--- src/rtl/step_sched_pkg.sv ---
// Shared types, defaults and helpers for the step scheduler.
package step_sched_pkg;

  // Controller state encoding (IDLE=0, RUN=1, PAUSE=2, DONE=3).
  typedef enum logic [1:0] {
    ST_IDLE  = 2'd0,
    ST_RUN   = 2'd1,
    ST_PAUSE = 2'd2,
    ST_DONE  = 2'd3
  } state_t;

  // Default number of clock cycles per speed unit.
  localparam int unsigned DEF_BASE_DIV = 32'd4;

  // Step period in clock cycles for a given speed code.
  function automatic int unsigned period(input logic [2:0] spd,
                                         input int unsigned base_div = DEF_BASE_DIV);
    return base_div * (32'(spd) + 32'd1);
  endfunction

endpackage

--- src/rtl/step_prescaler.sv ---
// Free-running prescaler that strobes once per programmed period while enabled.
module step_prescaler #(
  parameter int PRE_W = 16
) (
  input  logic             i_ck,
  input  logic             i_reset,
  input  logic             i_clr,
  input  logic             i_run,
  input  logic [PRE_W-1:0] i_period,
  output logic             o_tc
);

  localparam logic [PRE_W-1:0] ONE = PRE_W'(1);

  logic [PRE_W-1:0] r_cnt;

  // Terminal count only counts while the controller is actually advancing.
  assign o_tc = i_run && (r_cnt == (i_period - ONE));

  // Counter: clear on command, wrap at terminal count, freeze when not running.
  always_ff @(posedge i_ck or negedge i_reset) begin
    if (!i_reset) begin
      r_cnt <= '0;
    end else if (i_clr) begin
      r_cnt <= '0;
    end else if (o_tc) begin
      r_cnt <= '0;
    end else if (i_run) begin
      r_cnt <= r_cnt + ONE;
    end else begin
      r_cnt <= r_cnt;
    end
  end

endmodule

--- src/rtl/step_sched_ctrl.sv ---
// Step scheduler: paces step_en pulses, counts steps against a limit,
// and handles run/hold/single-step/stop commands.
module step_sched_ctrl
  import step_sched_pkg::*;
#(
  parameter int unsigned BASE_DIV = DEF_BASE_DIV,
  parameter int          CNT_W    = 8,
  parameter int          PRE_W    = 16
) (
  input  logic             i_ck,
  input  logic             i_reset,
  input  logic             i_start,
  input  logic             i_stop,
  input  logic             i_hold,
  input  logic             i_step,
  input  logic [2:0]       i_speed,
  input  logic [CNT_W-1:0] i_num_steps,
  output logic             o_step_en,
  output logic             o_busy,
  output logic             o_done,
  output logic [CNT_W-1:0] o_step_cnt
);

  state_t           r_state;
  state_t           w_state_nxt;
  logic [2:0]       r_speed;
  logic [2:0]       w_speed_nxt;
  logic [CNT_W-1:0] r_limit;
  logic [CNT_W-1:0] w_limit_nxt;
  logic [CNT_W-1:0] r_cnt;
  logic [CNT_W-1:0] w_cnt_nxt;
  logic [CNT_W-1:0] w_cnt_inc;
  logic             r_step_en;
  logic             w_step_en_nxt;
  logic             r_done;
  logic             w_done_nxt;
  logic             w_clr;
  logic             w_run;
  logic             w_tc;
  logic             w_hit;
  logic [PRE_W-1:0] w_period;

  assign w_period  = PRE_W'(period(r_speed, BASE_DIV));
  assign w_cnt_inc = r_cnt + CNT_W'(1);
  assign w_hit     = (r_limit != '0) && (w_cnt_inc == r_limit);

  // Prescaler advances only in RUN with no higher-priority command pending,
  // so stop/start/hold coinciding with terminal count suppress the step.
  assign w_run = (r_state == ST_RUN) && !i_stop && !i_start && !i_hold;

  step_prescaler #(.PRE_W(PRE_W)) u_prescaler (
    .i_ck     (i_ck),
    .i_reset  (i_reset),
    .i_clr    (w_clr),
    .i_run    (w_run),
    .i_period (w_period),
    .o_tc     (w_tc)
  );

  // Next-state and output decode; stop > start > step > hold.
  always_comb begin
    w_state_nxt   = r_state;
    w_speed_nxt   = r_speed;
    w_limit_nxt   = r_limit;
    w_cnt_nxt     = r_cnt;
    w_step_en_nxt = 1'b0;
    w_done_nxt    = 1'b0;
    w_clr         = 1'b0;
    if (i_stop) begin
      w_state_nxt = ST_IDLE;
      w_clr       = 1'b1;
    end else if (i_start) begin
      w_state_nxt = ST_RUN;
      w_speed_nxt = i_speed;
      w_limit_nxt = i_num_steps;
      w_cnt_nxt   = '0;
      w_clr       = 1'b1;
    end else begin
      case (r_state)
        ST_IDLE: begin
          // Manual step in IDLE drives the generator but is not counted.
          if (i_step) begin
            w_step_en_nxt = 1'b1;
          end else begin
            w_step_en_nxt = 1'b0;
          end
        end
        ST_RUN: begin
          if (i_hold) begin
            w_state_nxt = ST_PAUSE;
          end else if (w_tc) begin
            w_step_en_nxt = 1'b1;
            w_cnt_nxt     = w_cnt_inc;
            w_speed_nxt   = i_speed;
            if (w_hit) begin
              w_state_nxt = ST_DONE;
              w_done_nxt  = 1'b1;
            end else begin
              w_state_nxt = ST_RUN;
            end
          end else begin
            w_state_nxt = ST_RUN;
          end
        end
        ST_PAUSE: begin
          if (i_step) begin
            w_step_en_nxt = 1'b1;
            w_cnt_nxt     = w_cnt_inc;
            if (w_hit) begin
              w_state_nxt = ST_DONE;
              w_done_nxt  = 1'b1;
            end else begin
              w_state_nxt = ST_PAUSE;
            end
          end else if (!i_hold) begin
            w_state_nxt = ST_RUN;
          end else begin
            w_state_nxt = ST_PAUSE;
          end
        end
        ST_DONE: begin
          w_state_nxt = ST_DONE;
        end
        default: begin
          w_state_nxt = ST_IDLE;
        end
      endcase
    end
  end

  // State register.
  always_ff @(posedge i_ck or negedge i_reset) begin
    if (!i_reset) begin
      r_state <= ST_IDLE;
    end else begin
      r_state <= w_state_nxt;
    end
  end

  // Latched run parameters, step counter and registered pulse outputs.
  always_ff @(posedge i_ck or negedge i_reset) begin
    if (!i_reset) begin
      r_speed   <= 3'd0;
      r_limit   <= '0;
      r_cnt     <= '0;
      r_step_en <= 1'b0;
      r_done    <= 1'b0;
    end else begin
      r_speed   <= w_speed_nxt;
      r_limit   <= w_limit_nxt;
      r_cnt     <= w_cnt_nxt;
      r_step_en <= w_step_en_nxt;
      r_done    <= w_done_nxt;
    end
  end

  assign o_busy     = (r_state == ST_RUN) || (r_state == ST_PAUSE);
  assign o_step_en  = r_step_en;
  assign o_done     = r_done;
  assign o_step_cnt = r_cnt;

endmodule

--- config.mk ---
export PLATFORM = sky130hd
export DESIGN_NAME = step_sched_ctrl
export DESIGN_NICKNAME = d
export VERILOG_FILES = /design/src/rtl/step_sched_pkg.sv /design/src/rtl/step_prescaler.sv /design/src/rtl/step_sched_ctrl.sv
export SDC_FILE = /design/constraint.sdc
export NUM_CORES = 1
export LEC_CHECK = 0
export CORE_UTILIZATION = 54
export CTS_BUF_LIST = sky130_fd_sc_hd__clkbuf_8
export DETAILED_ROUTE_END_ITERATION = 7
export PLACE_DENSITY = 0.89
export RECOVER_POWER = 25
export SLEW_MARGIN = 0
export SYNTH_ARGS = -nofsm -noshare
export SYNTH_HDL_FRONTEND = slang
export SYNTH_HIERARCHICAL = 1
export SYNTH_SLANG_ARGS = --single-unit
--- constraint.sdc ---
create_clock -name i_ck -period 3.5 [get_ports i_ck]
set_input_delay 1.05 -clock i_ck [delete_from_list [all_inputs] [get_ports i_ck]]
set_output_delay 1.05 -clock i_ck [all_outputs]
set_load 0.02 [all_outputs]
==> qor.yml <==
status: "finished, violations left"
violations: "max-capacitance violations, max-slew violations"
setup_tns_ns: 0
worstMarginPinSlew_ns: 2.09
crit_arrival_ns: 3.65
vias_per_cell: 5.78
cts.sinks: 39
dieArea_um2: 5480
max-slew-margin-rel_pct: -39.4
cap_violations: 1
grt_max_degree: 40
synth-compound-area-share_pct: 16.0
yosys-mux-area-fraction_pct: 4.73
min_period_ns: 3.44
overflow: 0
synth_top_family_by_area: "simple AND/OR/NAND/NOR gates"
drive_gt1_share_pct: 16.7
io_pins: 28
fp.dieW_um: 74.1
cp_max_fo: 8
rows: 25
grt_usage_pct: 26.8
antenna_found_initial: 0
final_cells: 469
yosysSeqAreaShare_pct: 34.8
place_congestion: 0.853
dieHeight_um: 74.1
synth_top_cell_area_share_pct: 34.8
rsz0062_at_grt: "yes"
first_pass_iters: 5
power.density_nw_per_um2: 302
h-tree-depth: 2
finalPower_mw: 1.09
max_freq_mhz: 291
clockBufferDepth: 2
dp_hpwl_mm: 4.77
criticalPathCategory: "flip-flop to flip-flop"
grt_pass1_wl_mm: 11.1
hold_path.class: "flip-flop to flip-flop"
placed_cells: 456
skew_ns: 0.0132
cts_buffers: 5
setup_violations: 0
vias: 2713
synthXorXnorAreaFrac_pct: 11.6
start_util_pct: 57.8
insertion_delay_ns: 0.30
worstSetupEndpointType: "flip-flop"
remaining_drc_errors: 0
cp.required_ns: 3.71
yosysTopAreaCell: "dfrtp_1"
syn_to_final_growth_pct: 28.6
clkTransAtPathRegs_ns: 0.08
hold_viol: 0
synthTopCellsByArea: "dfrtp_1 35%, xor2_1 7.2%, xnor2_1 4.4%, mux2_2 4.0%, nor2_1 3.9%"
root_buffer: "clkbuf_8"
maxSlewViolCount: 40
p_leak_nw: 1.53
ys_types: 62
cts_tree: "done"
fin_nets: 426
synth-seq-cells: 39
synth-async-reset-ratio_pct: 100
syn_inst: 308
first_global_vias: 2372
yosys_most_used_dff: "dfrtp_1"
synth_fa_ha_area_share_pct: 3.57
syn_area_um2: 2800
core-area_um2: 4850
ir_drop_mv: 0.332
yosys_warnings: 6
final_cell_mix: "45 x conb_1, 39 x dfrtp_1, 26 x nor2_1"
routed_wirelength_mm: 7.22
fin_crit_sh_pct: 98.3
cts_hold_buf: 0
numPortBuffers: 27
final_common_cell: "conb_1"
wl_per_cell_um: 15.4
ant_nets: 0
n_fill_cell: 323
synth.avg_cell_area_um2: 9.10
synth_edf_count: 0
rrSetupSlack_ns: 0.06
synth-simple-area-share_pct: 25.2
start_kind: "flip-flop"
drtIter0Drc: 189
n_antenna_cell: 0
==> worst paths after layout <==
| kind | start | to | depth (start not counted) |
|---|---|---|---|
| max | r_speed[0] | o_step_cnt[5] | 13 |
| min | r_limit[0] | r_limit[0] | 1 |
| max reg2reg | r_speed[0] | o_step_cnt[5] | 13 |
| min reg2reg | r_limit[0] | r_limit[0] | 1 |
| max in group asynchronous | i_reset | u_prescaler/r_cnt[12] | 1 |
| min in group asynchronous | i_reset | r_limit[7] | 1 |
==> cell usage after synthesis (4+ instances only) <==
cell type and number:
xnor2_1 14, a21oi_1 13, and3_1 5, nand2_1 17, nor2b_1 12, inv_1 11, ha_1 8, o211ai_1 5
o31ai_1 6, nand4_1 11, nor2_1 29, clkbuf_1 4, mux2_2 10, xor2_1 23, nand3_1 10, nor3_1 7
o21ai_0 18, nor4_1 4, dfrtp_1 39
==> through the flow <==
| stage | utilization (%) | instance area (um2) | hold WS, ns | setup slack [ns] |
|---|---|---|---|---|
| floorplan | - | 2990 | 0.499 | 0.00523 |
| global placement | 70.5 | 3420 | 0.517 | -0.282 |
| detailed placement | 70.5 | 3420 | 0.522 | -0.429 |
| CTS | 72.5 | 3520 | 0.535 | 0.0407 |
| global route | 74.4 | 3610 | 0.566 | -0.112 |
| finish | 74.4 | 3610 | 0.538 | 0.0610 |
==> kinds of logic after synthesis <==
| group | after synthesis |
|---|---|
| compound gates | 66 |
| xor+xnor | 37 |
| fa+ha+maj | 8 |
| buf+inv | 22 |
| flops | 39 |
| mux | 12 |
| other cells | 1 |
| simple gates | 123 |
==> worst max-delay path: stages, from the launching register on <==
cell	delay, ns
dfrtp_1	0.42
ha_2	0.21
xor2_2	0.16
nor4_4	0.42
a31oi_1	0.15
or4b_4	0.57
nor4_4	0.17
o21ai_2	0.11
nor2_2	0.15
nand2b_1	0.12
a2111o_1	0.54
nor2b_1	0.15
o21ai_0	0.09
o31ai_1	0.09
==> cell type report <==
| cell class | count | area (um2) | share of cell area, % |
|---|---|---|---|
| clock buffer | 5 | 68.8 | 1.91 |
| clock inverter | 3 | 12.5 | 0.347 |
| inverter | 12 | 47.5 | 1.32 |
| multi-input combinational | 292 | 1970 | 54.5 |
| sequential | 39 | 976 | 27.1 |
| tap | 67 | 83.8 | 2.32 |
| timing repair buffer | 51 | 452 | 12.5 |
==> flip-flops by register name, indices dropped and copies added (netlist names) <==
signal and flops:
r_limit 8, r_state 2, o_step_cnt 8, r_speed 3, o_step_en 1, o_done 1, u_prescaler/r_cnt 16
==> routing by layer <==
| metal | vias to the layer above | share of wire [%] | GRT usage, % |
|---|---|---|---|
| li1 | 1271 | - | - |
| met3 | 29 | 7.6 | 7.18 |
| met4 | 0 | 2.8 | 8.33 |
| met1 | 1266 | 41 | 35.7 |
| met5 | - | 0 | 0 |
| met2 | 147 | 49 | 42.8 |
==> repair_timing <==
action	CTS	global route
gates resized for setup	2	17
setup endpoints to repair	6	10
cloned	1	0
hold endpoints to repair	0	0
buffers inserted	0	4
pin swaps	1	13
==> where the power goes <==
| part | switching (mW) | internal [mW] | total, mW |
|---|---|---|---|
| registers | 0.0281 | 0.474 | 0.502 |
| clock network | 0.164 | 0.134 | 0.298 |
| logic | 0.157 | 0.131 | 0.289 |
(Power assumes the default switching activity.)
